### config.mk
export PLATFORM = sky130hd
export DESIGN_NAME = simple_bfm_sink
export DESIGN_NICKNAME = d
export VERILOG_FILES = /design/src/rtl/simple_bfm_pkg.sv /design/src/rtl/simple_bfm_sink_fifo.sv /design/src/rtl/simple_bfm_sink.sv
export SDC_FILE = /design/constraint.sdc
export NUM_CORES = 1
export LEC_CHECK = 0
export CAP_MARGIN = 20
export CORE_ASPECT_RATIO = 1.2
export CORE_MARGIN = 2
export CORE_UTILIZATION = 27
export DETAILED_ROUTE_END_ITERATION = 16
export PLACE_DENSITY_LB_ADDON = 0.2
export SYNTH_ARGS = -nofsm -noshare
export SYNTH_HDL_FRONTEND = slang
export SYNTH_SLANG_ARGS = --single-unit
### constraint.sdc
create_clock -name clk -period 3.86 [get_ports clk]
set_input_delay 0.772 -clock clk [delete_from_list [all_inputs] [get_ports clk]]
set_output_delay 0.772 -clock clk [all_outputs]
set_load 0.03 [all_outputs]
### src/rtl/simple_bfm_pkg.sv
// Shared types and defaults for the simple_bfm req/ack sink.
// Holds the sink FSM state encoding and default sizes.
package simple_bfm_pkg;

  typedef enum logic {
    IDLE = 1'b0,
    ACK  = 1'b1
  } sink_state_e;

  localparam int SINK_DATA_W = 8;
  localparam int SINK_DEPTH  = 4;

endpackage

### src/rtl/simple_bfm_sink_fifo.sv
// First-word-fall-through FIFO with extra pointer MSB for full/empty.
// Occupancy is the pointer difference; pointers wrap modulo 2*DEPTH.
module simple_bfm_sink_fifo
  import simple_bfm_pkg::*;
#(
  parameter int DATA_WIDTH = SINK_DATA_W,
  parameter int DEPTH      = SINK_DEPTH,
  localparam int AW        = $clog2(DEPTH)
) (
  input  logic                  clk,
  input  logic                  rst,
  input  logic                  push,
  input  logic [DATA_WIDTH-1:0] push_data,
  input  logic                  pop,
  output logic [DATA_WIDTH-1:0] head,
  output logic                  full,
  output logic                  empty,
  output logic [AW:0]           level
);

  logic [DATA_WIDTH-1:0] mem [DEPTH];
  logic [AW:0]           wr_ptr;
  logic [AW:0]           rd_ptr;
  logic                  do_push;
  logic                  do_pop;

  assign level   = wr_ptr - rd_ptr;
  assign full    = (level == DEPTH[AW:0]);
  assign empty   = (level == '0);
  assign do_push = push && !full;
  assign do_pop  = pop && !empty;
  assign head    = mem[rd_ptr[AW-1:0]];

  always_ff @(posedge clk or posedge rst) begin
    if (rst) begin
      wr_ptr <= '0;
      rd_ptr <= '0;
    end else begin
      if (do_push) wr_ptr <= wr_ptr + 1'b1;
      if (do_pop)  rd_ptr <= rd_ptr + 1'b1;
    end
  end

  // Storage needs no reset; contents are only visible while non-empty.
  always_ff @(posedge clk) begin
    if (do_push) mem[wr_ptr[AW-1:0]] <= push_data;
  end

endmodule

### src/rtl/simple_bfm_sink.sv
// req/ack consumer for simple_bfm: one ack per transfer, words into a FIFO.
// Define SIMPLE_BFM_SINK_STATS_EN to enable transfer count and XOR checksum.
module simple_bfm_sink
  import simple_bfm_pkg::*;
#(
  parameter int DATA_WIDTH = SINK_DATA_W,
  parameter int DEPTH      = SINK_DEPTH,
  parameter int CNT_WIDTH  = 32
) (
  input  logic                     clk,
  input  logic                     rst,
  input  logic                     req_i,
  output logic                     ack_o,
  input  logic [DATA_WIDTH-1:0]    data_i,
  output logic                     out_valid_o,
  output logic [DATA_WIDTH-1:0]    out_data_o,
  input  logic                     out_ready_i,
  output logic [$clog2(DEPTH):0]   level_o,
  output logic [CNT_WIDTH-1:0]     xfer_count_o,
  output logic [DATA_WIDTH-1:0]    checksum_o
);

  sink_state_e state;
  sink_state_e state_next;
  logic        ack_q;
  logic        push;
  logic        full;
  logic        empty;

  always_comb begin
    state_next = state;
    unique case (state)
      IDLE: if (req_i && !full) state_next = ACK;
      ACK:  state_next = IDLE;
      default: state_next = IDLE;
    endcase
  end

  always_ff @(posedge clk or posedge rst) begin
    if (rst) begin
      state <= IDLE;
      ack_q <= 1'b0;
    end else begin
      state <= state_next;
      ack_q <= (state_next == ACK);
    end
  end

  // Space was reserved by the full check when leaving IDLE.
  assign push        = (state == ACK) && ack_q && req_i;
  assign ack_o       = ack_q;
  assign out_valid_o = !empty;

  simple_bfm_sink_fifo #(
    .DATA_WIDTH(DATA_WIDTH),
    .DEPTH     (DEPTH)
  ) u_fifo (
    .clk      (clk),
    .rst      (rst),
    .push     (push),
    .push_data(data_i),
    .pop      (out_ready_i),
    .head     (out_data_o),
    .full     (full),
    .empty    (empty),
    .level    (level_o)
  );

`ifdef SIMPLE_BFM_SINK_STATS_EN
  logic [CNT_WIDTH-1:0]  cnt_q;
  logic [DATA_WIDTH-1:0] sum_q;

  always_ff @(posedge clk or posedge rst) begin
    if (rst) begin
      cnt_q <= '0;
      sum_q <= '0;
    end else if (push) begin
      cnt_q <= cnt_q + 1'b1;
      sum_q <= sum_q ^ data_i;
    end
  end

  assign xfer_count_o = cnt_q;
  assign checksum_o   = sum_q;
`else
  assign xfer_count_o = '0;
  assign checksum_o   = '0;
`endif

endmodule

==> results.md <==
- Run status: complete, no violations
- Vertical extent of the die: 97.4 um
- Antenna violations before repair: 0
- Routed vias/inst: 3.76
- Total setup violations reported at the end of the flow: 0
- Maximum frequency from static timing analysis: 301 MHz
- Library cells used by synthesis: 25
- Number of nets in the finished design: 178
- Rel. slew slack: 65.6%
- CTS hold repair buffers: 0
- Critical path arrival: 2.55 ns
- Fraction of final layout cells with drive strength greater than 1: 14.4%
- Proportion of synthesized flip-flops having asynchronous set or reset: 17.9%
- Number of setup buffers added after CTS: 0
- Power per unit of standard cell area: 842 nW/um^2
- Number of vias after detailed routing: 939
- Wire length of the first global-routing pass: 4860 um
- Placed instance count: 242
- Count of maximum capacitance violations: 0
- Worst Path Class, Setup: register to output port
- Yosys top cell area share: 49.0%
- Type of the tightest min-delay check: register to register
- Clock tree from TritonCTS: yes
- Drt first-iter violations: 43
- Worst Max-Slew Pin Slew: 0.516 ns
- Leakage power total: 0.874 nW
- Gr usage total: 8.59%
- Predominant post-synthesis flop cell: edfxtp_1
- GRT Residual Overflow: 0
- Clock-pin transition on the worst setup and hold timing paths: 0.07 ns
- Most frequent cells after synthesis: 40 x buf_4, 32 x edfxtp_1, 8 x mux4_2
- Clock network latency to the later pin of the worst-skew pair: 0.28 ns
- Number of H-tree levels: 2
- Worst clock skew: 0.00155 ns
- Period Utilization, post-route: 86.0%
- Worst EP required: 3.09 ns
- Kind of start point of the critical path: register
- DRC violation count after routing: 0
- TritonCTS sink count: 39
- Clock tree root driver cell: clkbuf_8
- Routed wire length per instance: 12.3 um
- Reg-to-reg slack, setup: 1.35 ns
- Antenna violation net count after detailed routing: 0
- Total number of yosys warnings: 0
- I/O pin cnt: 65
- Longest Clk Path Bufs: 2
- Number of clock buffers inserted by TritonCTS: 5
- Number of instances resized during post-cts repair: 0
- Most frequently used cell type in the post-synthesis netlist: buf_4
- Synth top area cells: edfxtp_1 49%, buf_4 15%, mux4_2 9.2%
- Vias in the first global route: 951
- Portion of the post-synthesis area used by sequential elements: 57.9%
- Die ar.: 7970 sq um
- Highest net fanout along the worst path: 11
- # diodes: 0
- TNS Setup: 0 ns
- Post-synth design cell area: 1960 sq um
- Weighted congestion at the end of routability-driven global placement: 0.717
- Count of input and output buffers: 24
- Synthesized area per cell: 15.2 sq um
- Total routed wirelength: 3070 um
- Dominant cell type by area after synthesis: edfxtp_1
- Final std cells w/o fill: 250
- Die Span X: 81.8 um
- Number of flip-flops and latches in the synthesized netlist: 39
- Standard-cell row count: 34
- Clock period minus worst slack: 3.32 ns
- HPWL reported at the end of detailed placement: 2250 um
- Initial Utilization: 27.5%
- Drt pass-1 iters: 4
- EDFF count, synth: 32
- Floorplan core area: 7150 sq um
- Area added between synthesis and finish: 14.8%
- Gate Count Post-Synth: 129
- Peak VDD IR: 179 uV
- Maximum number of pins on one net before global-route repair: 13
- Final Hold Violating Endpoints: 0
- Unrepaired setup endpoints after global routing: false
- Element type at the critical path end: output port
- Core Util, Final: 31.5%
- Final number of max-transition violations: 0
==> critical path, stage by stage, from the launching register on <==
cell and delay [ns]:
dfrtp_1 0.57, fa_1 0.58, xor3_2 0.33, nand2b_1 0.12, clkdlybuf4s50_1 0.66
==> cell type report <==
type | count | area [sq um]
inverter | 5 | 18.8
multi-input combinational | 82 | 644
clock buffer | 6 | 72.6
fill | 719 | 4890
clock inverter | 2 | 12.5
tap | 90 | 113
sequential | 39 | 1140
timing repair buffer | 26 | 255
==> power breakdown <==
group	leakage (nW)	internal (W)	switching (W)	total, W
Combinational	0.460	0.000455	0.000582	0.00104
Sequential	0.373	0.000535	0.0000620	0.000597
Clock	0.0412	0.000126	0.000136	0.000262
==> worst paths after layout <==
check	from	end	cells after the start
hold / removal	ack_o	ack_o	1
hold reg to reg	ack_o	ack_o	1
setup reg to reg	u_fifo.rd_ptr[1]	u_fifo.mem[0][4]	4
setup / recovery	u_fifo.rd_ptr[1]	out_valid_o	4
max in group asynchronous	rst	u_fifo.rd_ptr[0]	2
min in group asynchronous	rst	u_fifo.rd_ptr[2]	2
==> state kept, by name, indices dropped and copies added, names as in the netlist <==
signal,flops
u_fifo.wr_ptr,3
u_fifo.rd_ptr,3
u_fifo.mem,32
ack_o,1
==> stage by stage <==
stage	cell area (sq um)	power (W)	worst slack, ns	hold slack [ns]
after floorplan	2110	0.00135	1.30	0.528
final	2250	0.00190	0.539	0.483
after global routing	2250	0.00202	0.401	0.531
after detailed placement	2170	0.00166	0.836	0.479
after CTS	2250	0.00193	0.496	0.494
after global placement	2170	0.00164	0.853	0.471
==> per-layer routing <==
layer	up-vias	part of all wire, %	wire [um]	global-route usage (%)
met5	-	0	0	0
met4	0	2.3	72	4.23
met3	6	4.9	151	2.51
met2	41	55	1700	14.8
met1	457	37	1150	9.31
li1	435	-	-	-
==> cell families (layout without fill, tap and decap cells) <==
kind of cell,count (synthesis),count (layout),synth area share (%)
xor gates and xnor gates,5,5,3.06
and+or+nand+nor,16,16,4.40
AOI/OAI and AO/OA,4,4,2.17
adders and majority gates,7,7,4.85
DFF,39,39,57.9
muxes,10,10,10.7
other,1,40,0.191
buffers and inverters,47,39,16.7
==> cell usage in the layout, fill, tap and decap left out, types with 2 or more instances in the layout <==
cell type,netlist,layout
xnor2_1,3,3
inv_1,5,5
edfxtp_1,32,32
and2_1,4,4
a211o_1,2,2
mux4_2,8,8
mux2_4,2,2
nand2_1,3,3
nor3_1,4,4
clkbuf_8,0,5
buf_4,40,2
dfrtp_1,7,7
conb_1,1,40
ha_1,6,6
clkdlybuf4s50_1,0,24
Note: power is estimated with default switching activity, not from simulation.
